<file path="src/rtl/sipo_byte_assembler_pkg.sv">
// Shared definitions for the serial-to-parallel word assembler.
// The FSM encodings are fixed because they appear on the debug state port.
package exp5_defs;

  localparam int DEF_WIDTH = 8;

  typedef enum logic [1:0] {
    ST_IDLE  = 2'd0,
    ST_SHIFT = 2'd1,
    ST_PAR   = 2'd2,
    ST_HOLD  = 2'd3
  } state_e;

endpackage

</file>
<file path="src/rtl/sipo_byte_assembler_bit_counter.sv">
// Data-bit counter for the assembler. tc_o flags the bit that completes a word,
// so the FSM leaves SHIFT on that edge and the count never reaches a wrap.
module bit_counter
  import exp5_defs::*;
#(
  parameter int WIDTH = DEF_WIDTH,
  localparam int CW   = $clog2(WIDTH + 1)
) (
  input  logic          clk_i,
  input  logic          clr_n_i,
  input  logic          sync_clr_i,
  input  logic          en_i,
  output logic [CW-1:0] count_o,
  output logic          tc_o
);

  logic [CW-1:0] count_q;

  always_ff @(posedge clk_i or negedge clr_n_i) begin
    if (!clr_n_i) begin
      count_q <= '0;
    end else if (sync_clr_i) begin
      count_q <= '0;
    end else if (en_i) begin
      count_q <= count_q + 1'b1;
    end
  end

  assign count_o = count_q;
  assign tc_o    = (count_q == CW'(WIDTH - 1));

endmodule

</file>
<file path="src/rtl/sipo_byte_assembler.sv">
// Serial-in/parallel-out word assembler with optional parity and a registered
// VALID/READY output stage. STATE_DBG exposes the FSM state for debug.
//
// Handshake: OUT/PERR are stable while VALID=1; a transfer happens on every
// rising edge where VALID && READY, and VALID drops on the following cycle.
module sipo_byte_assembler
  import exp5_defs::*;
#(
  parameter int WIDTH      = DEF_WIDTH,
  parameter bit MSB_FIRST  = 1'b0,
  parameter bit PARITY_EN  = 1'b1,
  parameter bit PARITY_ODD = 1'b0
) (
  input  logic             CLK,
  input  logic             CLRn,
  input  logic             START,
  input  logic             SEN,
  input  logic             SIN,
  input  logic             READY,
  output logic [WIDTH-1:0] OUT,
  output logic             VALID,
  output logic             PERR,
  output logic             OVR,
  output logic             BUSY,
  output state_e           STATE_DBG
);

  localparam int CW = $clog2(WIDTH + 1);

  state_e           state_q, state_d;
  logic [WIDTH-1:0] shreg_q, shreg_d;
  logic [WIDTH-1:0] out_q, out_d;
  logic             par_q, par_d;
  logic             valid_q, valid_d;
  logic             perr_q, perr_d;
  logic             ovr_q, ovr_d;
  logic             busy_q, busy_d;
  logic             start_frame;
  logic             cnt_en;
  logic             cnt_tc;
  logic [WIDTH-1:0] shift_in;

  bit_counter #(.WIDTH(WIDTH)) u_bit_counter (
    .clk_i      (CLK),
    .clr_n_i    (CLRn),
    .sync_clr_i (start_frame),
    .en_i       (cnt_en),
    .count_o    (),
    .tc_o       (cnt_tc)
  );

  // LSB-first shifts right so the first bit ends up in bit 0 after WIDTH shifts.
  assign shift_in = MSB_FIRST ? {shreg_q[WIDTH-2:0], SIN} : {SIN, shreg_q[WIDTH-1:1]};

  always_comb begin
    state_d     = state_q;
    shreg_d     = shreg_q;
    out_d       = out_q;
    par_d       = par_q;
    valid_d     = valid_q;
    perr_d      = perr_q;
    ovr_d       = ovr_q;
    start_frame = 1'b0;
    cnt_en      = 1'b0;

    case (state_q)
      ST_IDLE: begin
        if (START) start_frame = 1'b1;
      end
      ST_SHIFT: begin
        if (START) begin
          start_frame = 1'b1;
        end else if (SEN) begin
          shreg_d = shift_in;
          par_d   = par_q ^ SIN;
          cnt_en  = 1'b1;
          if (cnt_tc) begin
            if (PARITY_EN) begin
              state_d = ST_PAR;
            end else begin
              state_d = ST_HOLD;
              out_d   = shift_in;
              valid_d = 1'b1;
              perr_d  = 1'b0;
            end
          end
        end
      end
      ST_PAR: begin
        if (START) begin
          start_frame = 1'b1;
        end else if (SEN) begin
          state_d = ST_HOLD;
          out_d   = shreg_q;
          perr_d  = par_q ^ SIN ^ PARITY_ODD;
          valid_d = 1'b1;
        end
      end
      ST_HOLD: begin
        if (READY) begin
          state_d = ST_IDLE;
          valid_d = 1'b0;
          ovr_d   = 1'b0;
          if (START) start_frame = 1'b1;
        end else if (START) begin
          ovr_d = 1'b1;
        end
      end
      default: state_d = ST_IDLE;
    endcase

    // Any honoured start discards the partial word and begins a fresh frame.
    if (start_frame) begin
      state_d = ST_SHIFT;
      shreg_d = '0;
      par_d   = 1'b0;
      perr_d  = 1'b0;
    end

    busy_d = (state_d == ST_SHIFT) || (state_d == ST_PAR);
  end

  always_ff @(posedge CLK or negedge CLRn) begin
    if (!CLRn) begin
      state_q <= ST_IDLE;
      shreg_q <= '0;
      out_q   <= '0;
      par_q   <= 1'b0;
      valid_q <= 1'b0;
      perr_q  <= 1'b0;
      ovr_q   <= 1'b0;
      busy_q  <= 1'b0;
    end else begin
      state_q <= state_d;
      shreg_q <= shreg_d;
      out_q   <= out_d;
      par_q   <= par_d;
      valid_q <= valid_d;
      perr_q  <= perr_d;
      ovr_q   <= ovr_d;
      busy_q  <= busy_d;
    end
  end

  assign OUT       = out_q;
  assign VALID     = valid_q;
  assign PERR      = perr_q;
  assign OVR       = ovr_q;
  assign BUSY      = busy_q;
  assign STATE_DBG = state_q;

endmodule

</file>
<file path="config.mk">
export PLATFORM = sky130hd
export DESIGN_NAME = sipo_byte_assembler
export DESIGN_NICKNAME = d
export VERILOG_FILES = /design/src/rtl/sipo_byte_assembler_pkg.sv /design/src/rtl/sipo_byte_assembler_bit_counter.sv /design/src/rtl/sipo_byte_assembler.sv
export SDC_FILE = /design/constraint.sdc
export NUM_CORES = 1
export LEC_CHECK = 0
export ABC_AREA = 1
export CAP_MARGIN = 20
export CORE_MARGIN = 2
export CORE_UTILIZATION = 30
export DETAILED_ROUTE_END_ITERATION = 8
export MAX_ROUTING_LAYER = met4
export PLACE_DENSITY_LB_ADDON = 0.25
export SLEW_MARGIN = 20
export SYNTH_ARGS = -nofsm -noshare
export SYNTH_HDL_FRONTEND = slang
export SYNTH_SLANG_ARGS = --single-unit
</file>
<file path="constraint.sdc">
create_clock -name CLK -period 3.6 [get_ports CLK]
set_input_delay 0.72 -clock CLK [delete_from_list [all_inputs] [get_ports CLK]]
set_output_delay 0.72 -clock CLK [all_outputs]
set_load 0.05 [all_outputs]
</file>
Word-level counts from Yosys, hierarchy flattened
Cells that the tools add are included.
{ "word_totals": {"register_bits": 27, "out_inout_bits": 14, "elab_cells": 68} }
{ "op_classes": {"add_sub_neg": 1, "eq_ne": 10, "n_mux": 32, "bitwise_logic": 2, "n_reduce_logical": 14} }
{ "op_table": {"columns": ["operator", "count"], "rows": [
  ["two-way mux 8 bit", 4],
  ["two-way mux 1 bit", 16],
  ["two-way mux 2 bit", 7],
  ["nonzero test 2 bit", 6],
  ["AND reduction 3 bit", 3],
  ["two-way mux 4 bit", 2],
  ["== test 2 bit (second input constant)", 3],
  ["inequality test 2 bit (second input constant)", 3],
  ["one-hot mux 2 bit (3 select lines)", 1],
  ["adder 4 x 1 -> 4 bit (second input constant)", 1],
  ["== test 2 x 1 -> 1 bit (second input constant)", 2],
  ["== test 4 x 3 -> 1 bit (second input constant)", 1],
  ["one-hot mux 1 bit (2 select lines)", 2],
  ["AND reduction 4 bit", 1],
  ["OR reduction 3 bit", 1],
  ["logical NOT 2 bit", 1],
  ["inequality test 2 x 1 -> 1 bit (second input constant)", 1],
  ["AND reduction 2 bit", 1],
  ["logical OR 1 bit", 1],
  ["NOT 1 bit", 1],
  ["bitwise XOR 1 bit", 1]
]} }

Logic depth before layout (Yosys ltp)
Gate-level depths: netlist of the first run.
{ "logic_depth": {"depth_word": 8, "mapped_depth": 10, "ltp_nobuf": 10} }

Hierarchy
A second synthesis of the first run with hierarchy kept.
{ "hier_totals": {"cells_unflattened": 120, "hier_area_um2": 1204.9} }
{ "by_module_without_submodules": {"columns": ["module", "instances", "cells_per_inst", "area_each_um2", "seq_area_each_um2"], "rows": [
  ["sipo_byte_assembler", 1, 95, 997.2, 575.6],
  ["bit_counter", 1, 25, 207.7, 100.1]
]} }

Worst setup path after synthesis of the first run
OpenSTA, ideal clock, no wires.
{ "synth_timing": {"path_kind": "input port to flip-flop", "startpoint": "input START", "endpoint": "register u_bit_counter.count_q[1], in the netlist u_bit_counter.count_o[1]", "arrival_ps": 1362, "required_ps": 3479, "path_slack_ps": 2117, "path_stages": 7, "path_cell_list": "inv_2 nand2_4 nor2_8 inv_2 nand2_4 inv_2 a22o_1"} }
{ "synth_via": {"elab_chain_len": 4, "word_cells_on_any_way": 7, "cone_classes": "6 x mux; 1 x reduce/logical"} }
{ "synth_rtl": {"columns": ["element", "line_no", "source"], "rows": [
  ["start, declared", "sipo_byte_assembler.sv:16", "input logic START,"],
  ["two-way mux 1 bit", null, null],
  ["two-way mux 1 bit", "sipo_byte_assembler.sv:100", "if (READY) begin"],
  ["one-hot mux 1 bit (2 select lines)", "sipo_byte_assembler.sv:66", "case (state_q)"],
  ["two-way mux 4 bit or nonzero test 2 bit (tied branches)", null, null],
  ["end signal, assigned", "sipo_byte_assembler_bit_counter.sv:25", "count_q <= count_q + 1'b1;"],
  ["end, declared", "sipo_byte_assembler_bit_counter.sv:17", "logic [CW-1:0] count_q;"]
]} }
Parallel ways exist; a longest one is shown, timed or not.
A chain may end at the register's enable or synchronous reset.

Worst setup path in the final report of the first run
{ "layout_timing": {"startpoint": "register state_q[1], in the netlist STATE_DBG[1]", "endpoint": "output STATE_DBG[1]"} }
{ "layout_lines": {"columns": ["element", "line_no", "source"], "rows": [
  ["start, declared", "sipo_byte_assembler.sv:30", "state_e state_q, state_d;"],
  ["start signal, assigned", "sipo_byte_assembler.sv:134", "state_q <= state_d;"],
  ["end, declared", "sipo_byte_assembler.sv:25", "output state_e STATE_DBG"]
]} }
No word-level cell between the ends.

==> metrics, run 1 <==
status completed; max-cap viol count 0; DRT antenna net count 0; most area-hungry cell type in the Yosys netlist dfrtp_1; Crit. End Element primary output; peak supply drop 114 µV; placed inst area 1410 µm²; dominant cells by area after synthesis dfrtp_1 (58%), nand2_1 (9.0%), o21ai_2 (6.0%); initial antenna violation count 0; #FFs+latches synth 27; dpl ws 1.46 ns; WL/cell 11.2 µm; P per Cell Area 416 nW/µm²; aggregate global-route resource usage 11.4%; Starting Density 31.6%; P&R area growth vs syn 25.0%; port bufs 19; critical path type register to primary output; Vias/cell 4.41; delay of the slowest critical-path stage 0.84 ns; final wirelength 2.15 mm; NumNets Final 152; post-synthesis cell count 121; post-route minimum period 2.28 ns; post-synthesis async set-or-reset flop share 100%; Placer Congestion 0.830; Syn. warnings 0; # Post-CTS Setup Buffers 0; final core occ 39.5%; Power, Total 0.606 mW; Rows 22; vias in the first global route 838; largest net degree at the start of global routing 28; IO Pins 20; Leak 0.667 nW; endpoints failing hold 0; setup ws final 1.32 ns; first-pass GRT wire length 3.76 mm; router iterations before antenna repair 4; Slew Limit Fails 0; hpwl dp 1.58 mm; filler cell count 386; clk root buf clkbuf_8; Flop pwr share 55.4%; commonest cells in the synthesized netlist nand2_1 (28), dfrtp_1 (27), inv_1 (13); Primary FF master, synth dfrtp_1; period utilization 63.3%; residual DRC count 0; Mapped Nets 128; Psw 0.167 mW; via count 847; Crit path required time 2.88 ns; CP Cell Sequence clkdlybuf4s50_1; Buf+Inv Stages, Crit Path 1; Yosys cell types 18; Post-synth EDFFs 0; Slew HR 66.0%; Mapped Area 1170 µm²; CTS tree done; critical path launch point type register; H-tree levels 1; worst slew pin tran 0.508 ns; top-count cell post-synth nand2_1; worst-skew pair later-pin latency 0.27 ns; Final setup viols 0; Max Freq 0.439 GHz; core footprint 3690 µm²; Comb pwr share 17.0%; Clock Path Buffers 2; Fin Setup TNS 0 ns; post-synth top area share 57.9%; cts hold-fix bufs 0; Pint 0.439 mW; design area 1460 µm²; DIE AREA 4400 µm²; Critical Path AT 1.56 ns; cts bufs inserted 3; RSZ-0062 raised after global routing no; delay-heaviest family, CP buffers and inverters; Avg Synthesized Cell Area 9.64 µm²; Fin Clk Skew 0.00274 ns; Clock Sinks 27; Clock Power Share 27.7%; slowest stage cell on the critical path clkdlybuf4s50_1; Hold WC Path Type register to register; diode count 0; Seq/Total Area, Yosys 57.9%; Chip Height 66.3 µm; Iter 0 DRT Violations 20; Max FO, Critical Path 5; Net Sw Frac 27.6%; Congestion Overflow GR 0; layout cells sized above 1 15.3%; Clk pin slew, worst setup/hold paths 0.09 ns; die width 66.3 µm; post-CTS sizing 0
[kinds of logic (layout without fill, tap and decap cells)]
| family | count (synthesis) | after routing | synth area share, % |
|---|---|---|---|
| AOI/OAI and AO/OA | 26 | 26 | 14.7 |
| xor gates and xnor gates | 1 | 1 | 0.751 |
| adders and majority gates | 1 | 1 | 1.07 |
| buffers and inverters | 19 | 42 | 6.76 |
| DFF | 27 | 27 | 57.9 |
| and+or+nand+nor | 47 | 47 | 18.8 |
[power groups by stage]
stage / registers [mW] / logic, mW / clock network (mW)
global placement: 0.341 / 0.103 / 0
detailed placement: 0.342 / 0.105 / 0
floorplan: 0.369 / 0.0360 / 0
CTS: 0.336 / 0.105 / 0.174
global route: 0.338 / 0.113 / 0.187
finish: 0.336 / 0.103 / 0.168
[area by class of cell]
cell class | instances | area (µm²) | area share (%)
Tap cell | 48 | 60.1 | 4.12
Timing Repair Buffer | 20 | 198 | 13.6
Sequential cell | 27 | 676 | 46.4
Inverter | 18 | 67.6 | 4.64
Multi-Input combinational cell | 75 | 412 | 28.2
Clock buffer | 4 | 45.0 | 3.09
[path summary, 6_finish.rpt]
check	start	end	slack, ns	depth (start not counted)
worst max register to register	u_bit_counter.count_o[0]$_DFFE_PN0P_	BUSY$_DFF_PN0_	2.24	10
worst min-delay path	OUT[1]$_DFFE_PN0P_	OUT[1]$_DFFE_PN0P_	0.49	2
worst max-delay path	STATE_DBG[1]$_DFF_PN0_	STATE_DBG[1]	1.32	1
worst min register to register	OUT[1]$_DFFE_PN0P_	OUT[1]$_DFFE_PN0P_	0.49	2
max in group asynchronous	CLRn	shreg_q[2]$_DFFE_PN0P_	2.54	2
min in group asynchronous	CLRn	OUT[7]$_DFFE_PN0P_	0.81	2
[layer usage]
layer	up-vias	track usage [%]	share of wire, %
li1	434	-	-
met1	396	14.3	48
met2	12	17.5	48
met3	5	2.39	2.9
met4	0	5.36	1.8
met5	-	-	0
[per-stage QoR]
stage	hold WS (ns)	std cells
after floorplan	0.424	121
after global placement	0.464	188
after detailed placement	0.469	188
after CTS	0.491	192
after global routing	0.505	192
final	0.487	192
[tightest hold or removal path: stages, from the launching register on]
cell	delay, ns
dfrtp_1	0.35
nand2_1	0.06
o21ai_2	0.04
[flip-flops by register name, indices dropped and copies added (netlist names)]
| register | flops |
|---|---|
| shreg_q | 8 |
| VALID | 1 |
| u_bit_counter.count_o | 4 |
| STATE_DBG | 2 |
| OUT | 8 |
| OVR | 1 |
| PERR | 1 |
| BUSY | 1 |
| par_q | 1 |
[placed cells by master (no fill, tap or decap), types with 5 or more instances in the layout]
master and instances:
clkdlybuf4s50_1 19, dfrtp_1 27, inv_1 13, inv_2 5, nand2_1 28, nand3_1 5, nor2_1 9, o21ai_0 8
o21ai_2 8, o22ai_1 6
Power figures use the tool's default switching activity.
==> run 2, diff against run 1 <==
==> constraint.sdc (replaced) <==
create_clock -name CLK -period 2.2 [get_ports CLK]
set_input_delay 0.44 -clock CLK [delete_from_list [all_inputs] [get_ports CLK]]
set_output_delay 0.44 -clock CLK [all_outputs]
set_load 0.05 [all_outputs]
==> run 2 against run 1 <==
Register-to-register slack lost 1.4 ns; count of clock-buffer cells in the layout is the same; first-iteration DRC count grew 75%; sequential share of layout area is the same; critical path depth is the same; clock power grew 63%; worst setup slack lost 1.1 ns; via count shrank 1.8%; final area is the same; clock skew is essentially flat; flip-flop and latch count is the same; largest cell class unchanged.
==> metrics, run 2 (synthesis gave the netlist of run 1 again) <==
status completed; slowest stage cell on the critical path clkdlybuf4s50_1; WL/cell 10.9 µm (-2.1%); RSZ-0062 raised after global routing no; Max FO, Critical Path 5 (unchanged); Power, Total 0.991 mW (+64%); WHS 0.489 ns (+0.00223 ns); initial antenna violation count 0 (unchanged); commonest non-fill, non-tap cell in the layout nand2_1; worst slew pin tran 0.504 ns (-0.00391 ns); NumNets Final 152 (unchanged); CTS tree done; DRT antenna net count 0 (unchanged); placed inst area 1410 µm² (unchanged); most frequent cells in the layout nand2_1 (28), dfrtp_1 (27), clkdlybuf4s50_1 (19), inv_1 (13), nor2_1 (9); design area 1460 µm² (unchanged); post-CTS sizing 0 (unchanged); Comb pwr share 17.1% (about the same); setup ws final 0.232 ns (-1.09 ns); layout cells sized above 1 15.3% (unchanged); period utilization 89.5%; # Post-CTS Setup Buffers 0 (unchanged); final wirelength 2.10 mm (-2.1%); aggregate global-route resource usage 11.0% (-0.40 points); Chip Height 66.3 µm (unchanged); Fin Clk Skew 0.00242 ns (-0.000321 ns); DIE AREA 4400 µm² (unchanged); endpoints failing hold 0 (unchanged); core footprint 3690 µm² (unchanged); Crit. End Element primary output; critical path launch point type register; die width 66.3 µm (unchanged); diode count 0 (unchanged); Placer Congestion 0.821 (-1.1%); clk root buf clkbuf_8; delay of the slowest critical-path stage 0.83 ns (about the same); Final setup viols 0 (unchanged); cts hold-fix bufs 0 (unchanged); Buf+Inv Stages, Crit Path 1 (unchanged); dpl ws 0.330 ns (-1.13 ns); post-route minimum period 1.97 ns; P&R area growth vs syn 25.0% (unchanged); Clock Sinks 27 (unchanged); IO Pins 20 (unchanged); delay-heaviest family, CP buffers and inverters; via count 832 (-1.8%); Vias/cell 4.33 (-1.8%); Leak 0.667 nW (unchanged); CP Cell Sequence clkdlybuf4s50_1; Max Freq 0.508 GHz; Pint 0.718 mW (+64%); port bufs 19 (unchanged); vias in the first global route 795 (-5.1%); Psw 0.273 mW (+63%); Clock Path Buffers 2 (unchanged); first-pass GRT wire length 3.58 mm (-4.8%); Fin Setup TNS 0 ns (unchanged); worst-skew pair later-pin latency 0.27 ns (about the same); Slew HR 66.3% (+0.26 points); Clock Power Share 27.5% (-0.2 points); Starting Density 31.6% (unchanged); H-tree levels 1 (unchanged); residual DRC count 0 (unchanged); Flop pwr share 55.4% (about the same); Congestion Overflow GR 0 (unchanged); router iterations before antenna repair 4 (unchanged); cts bufs inserted 3 (unchanged); Clk pin slew, worst setup/hold paths 0.09 ns (about the same); largest net degree at the start of global routing 28 (unchanged); Iter 0 DRT Violations 35 (+75%); critical path type register to primary output; post-placement cell count 188 (unchanged); hpwl dp 1.57 mm (-0.15%); Finished Layout Cells 192 (unchanged); Critical Path AT 1.53 ns (-0.03 ns); Hold WC Path Type register to register; Slew Limit Fails 0 (unchanged); Crit path required time 1.76 ns (-1.12 ns); Rows 22 (unchanged); Net Sw Frac 27.5% (-0.043 points); peak supply drop 257 µV (+120%); P per Cell Area 680 nW/µm² (+64%); final core occ 39.5% (unchanged); max-cap viol count 0 (unchanged)
## run 2: power by group through the flow
stage / clock network (mW) / logic, mW / registers (mW)
2_1_floorplan: 0 / 0.0589 / 0.604
3_3_place_gp: 0 / 0.168 / 0.557
3_5_place_dp: 0 / 0.173 / 0.558
4_1_cts: 0.284 / 0.172 / 0.549
5_1_grt: 0.307 / 0.184 / 0.553
6_report: 0.273 / 0.169 / 0.549
## run 2: worst paths after layout
kind | startpoint | to | slack (ns) | depth (start not counted)
setup reg to reg | STATE_DBG[1]$_DFF_PN0_ | u_bit_counter.count_o[1]$_DFFE_PN0P_ | 0.87 | 7
max in group asynchronous | CLRn | PERR$_DFFE_PN0P_ | 1.41 | 2
hold reg to reg | OUT[4]$_DFFE_PN0P_ | OUT[4]$_DFFE_PN0P_ | 0.49 | 2
setup / recovery | STATE_DBG[0]$_DFF_PN0_ | STATE_DBG[0] | 0.23 | 1
hold / removal | OUT[4]$_DFFE_PN0P_ | OUT[4]$_DFFE_PN0P_ | 0.49 | 2
min in group asynchronous | CLRn | OUT[6]$_DFFE_PN0P_ | 0.53 | 2
## run 2: layout make-up
class	count	area [µm²]
tap	48	60.1
clock buffer	4	45.0
sequential	27	676
inverter	18	67.6
multi-input combinational	75	412
timing repair buffer	20	198
fill	394	2230
## run 2: routing by layer
metal | track usage, % | share of wire, % | wire length [µm]
met3 | 2.56 | 2.9 | 60
met4 | 3.83 | 1.6 | 33
met5 | - | 0 | 0
met1 | 13.7 | 49 | 1040
met2 | 17.5 | 46 | 968
==> run 3, diff against run 2 <==
--- a/config.mk
+++ b/config.mk
@@ -10,6 +10,7 @@
 export CORE_MARGIN = 2
 export CORE_UTILIZATION = 30
 export DETAILED_ROUTE_END_ITERATION = 8
+export HOLD_SLACK_MARGIN = 0.12
 export MAX_ROUTING_LAYER = met4
 export PLACE_DENSITY_LB_ADDON = 0.25
 export SLEW_MARGIN = 20
==> constraint.sdc (replaced) <==
create_clock -name CLK -period 1.7 [get_ports CLK]
set_input_delay 0.34 -clock CLK [delete_from_list [all_inputs] [get_ports CLK]]
set_output_delay 0.34 -clock CLK [all_outputs]
set_load 0.05 [all_outputs]
==> run 3 against run 2 <==
Register-to-register slack got worse by 0.51 ns; worst setup slack improved by 0.065 ns; count of clock-buffer cells in the layout fell by 1; utilization fell by 0.20 points; cell count rose by 1.6%; power rose by 33%; non-clock buffer count rose by 3; flip-flop and latch count did not move; clock skew rose by 0.00052 ns; largest cell class unchanged; largest power group unchanged; highest routed layer unchanged.
==> metrics, run 3 (synthesis gave the netlist of run 1 again) <==
status completed; CTS tree done; cell repeated most along the worst path inv_2; r2r endpoint BUSY$_DFF_PN0_; IO Pins 20 (unchanged); largest net degree at the start of global routing 28 (unchanged); Clk pin slew, worst setup/hold paths 0.10 ns (about the same); Buf+Inv Stages, Crit Path 4 (+3); critical path type input port to register; Vias/cell 4.50 (+3.8%); P per Cell Area 909 nW/µm² (+34%); delay-heaviest family, CP buffers and inverters; WP depth 8 (+7); Critical Path AT 1.58 ns (+0.05 ns); DIE AREA 4400 µm² (unchanged); die width 66.3 µm (unchanged); worst-skew pair later-pin latency 0.28 ns (about the same); vias in the first global route 822 (+3.4%); clk root buf clkbuf_8; Placer Congestion 0.747 (-9.0%); delay of the slowest critical-path stage 0.47 ns (-0.36 ns); cts bufs inserted 3 (unchanged); slowest stage cell on the critical path clkdlybuf4s50_1; post-route minimum period 1.40 ns; NumNets Final 155 (+2.0%); register-to-register setup slack 0.36 ns (-0.51 ns); Clock Path Buffers 2 (unchanged); residual DRC count 0 (unchanged); Starting Density 31.6% (unchanged); core footprint 3690 µm² (unchanged); GR peak layer met2; diode count 0 (unchanged); critical path launch point type input port; final wirelength 2.20 mm (+4.7%); CP Capture Point u_bit_counter.count_o[1]$_DFFE_PN0P_; design area 1450 µm² (-0.52%); Rows 22 (unchanged); Max FO, Critical Path 10 (+5); commonest non-fill, non-tap cell in the layout nand2_1; endpoints failing hold 0 (unchanged); WL/cell 11.3 µm (+3.1%); RSZ-0062 raised after global routing no; port bufs 19 (unchanged); P&R area growth vs syn 24.4%; post-placement cell count 191 (+1.6%); Slew HR 76.7% (+10 points); filler cell count 382 (-3.0%); Crit. End Element register; router iterations before antenna repair 4 (unchanged); Max Freq 0.712 GHz; Fin Clk Skew 0.00295 ns (+0.000522 ns); Final setup viols 0 (unchanged); Slew Limit Fails 0 (unchanged); Leak 0.703 nW (+5.3%); Iter 0 DRT Violations 29 (-17%); most frequent cells in the layout nand2_1 (28), dfrtp_1 (27), buf_4 (18), inv_1 (13), nor2_1 (9); met2 global-route usage 17.4% (-0.13 points); Crit path required time 1.87 ns (+0.11 ns); hpwl dp 1.56 mm (-0.70%); via count 877 (+5.4%); Congestion Overflow GR 0 (unchanged); DRT antenna net count 0 (unchanged); layout cells sized above 1 27.2% (+12 points); aggregate global-route resource usage 11.6% (+0.63 points); period utilization 82.6%; post-CTS sizing 0 (unchanged); M1 GR Usage 15.8% (+2.0 points); # Post-CTS Setup Buffers 0 (unchanged); peak supply drop 395 µV (+54%); max-cap viol count 0 (unchanged); Clock Sinks 27 (unchanged); Hold WC Path Type input port to async pin; Chip Height 66.3 µm (unchanged); CP Launch Point START; Reg-to-Reg Start u_bit_counter.count_o[0]$_DFFE_PN0P_; H-tree levels 1 (unchanged); CP Cell Sequence clkdlybuf4s50_1, inv_2, nand2_4, nor2_8, inv_2, nand2_4, inv_2, a22o_1; worst slew pin tran 0.350 ns (-0.154 ns); R2R cell count 10 (+3); first-pass GRT wire length 3.84 mm (+7.1%); cts hold-fix bufs 0 (unchanged); Finished Layout Cells 195 (+1.6%); placed inst area 1400 µm² (-0.89%); initial antenna violation count 0 (unchanged); met3 Use GR 2.56% (unchanged)
## run 3: per-stage QoR
stage               utilization [%]  setup WS [ns]  TNS (ns)  power, mW  hold WS [ns]
global route                   39.3          0.120         0       1.39         0.455
CTS                            39.3          0.281         0       1.33         0.444
floorplan                         -          0.218         0      0.858        0.0444
global placement               38.0       -0.00104  -0.00104      0.939         0.472
finish                         39.3          0.296         0       1.32         0.421
detailed placement             38.0       -0.00800  -0.00800      0.943         0.472
## run 3: routing by layer
layer  share of wire (%)  vias to the layer above
li1                    -                      436
met1                  47                      424
met2                  49                       13
met3                 3.5                        4
met4                 1.0                        0
met5                   0                        -
## run 3: worst min-delay path by stage
stage                  startpoint                      to  slack [ns]  cells after the start
6_report                     CLRn       par_q$_DFFE_PN0P_        0.42                      2
5_1_grt                      CLRn  shreg_q[6]$_DFFE_PN0P_        0.46                      2
4_1_cts                      CLRn       par_q$_DFFE_PN0P_        0.44                      2
3_5_place_dp   OUT[4]$_DFFE_PN0P_      OUT[4]$_DFFE_PN0P_        0.47                      2
3_3_place_gp   OUT[5]$_DFFE_PN0P_      OUT[5]$_DFFE_PN0P_        0.47                      2
2_1_floorplan                CLRn          BUSY$_DFF_PN0_        0.04                      0
## run 3: power breakdown
part	internal, mW	leakage (nW)	switching (mW)	total (mW)
sequential	0.682	0.352	0.0296	0.711
clock	0.172	0.0261	0.218	0.390
combinational	0.0766	0.325	0.140	0.216
## run 3: cell type report
cell class	count	area, µm²	area share [%]
sequential	27	676	46.6
multi-input combinational	75	412	28.4
timing repair buffer	23	185	12.8
inverter	18	67.6	4.66
tap	48	60.1	4.14
clock buffer	3	41.3	2.85
clock inverter	1	8.76	0.604
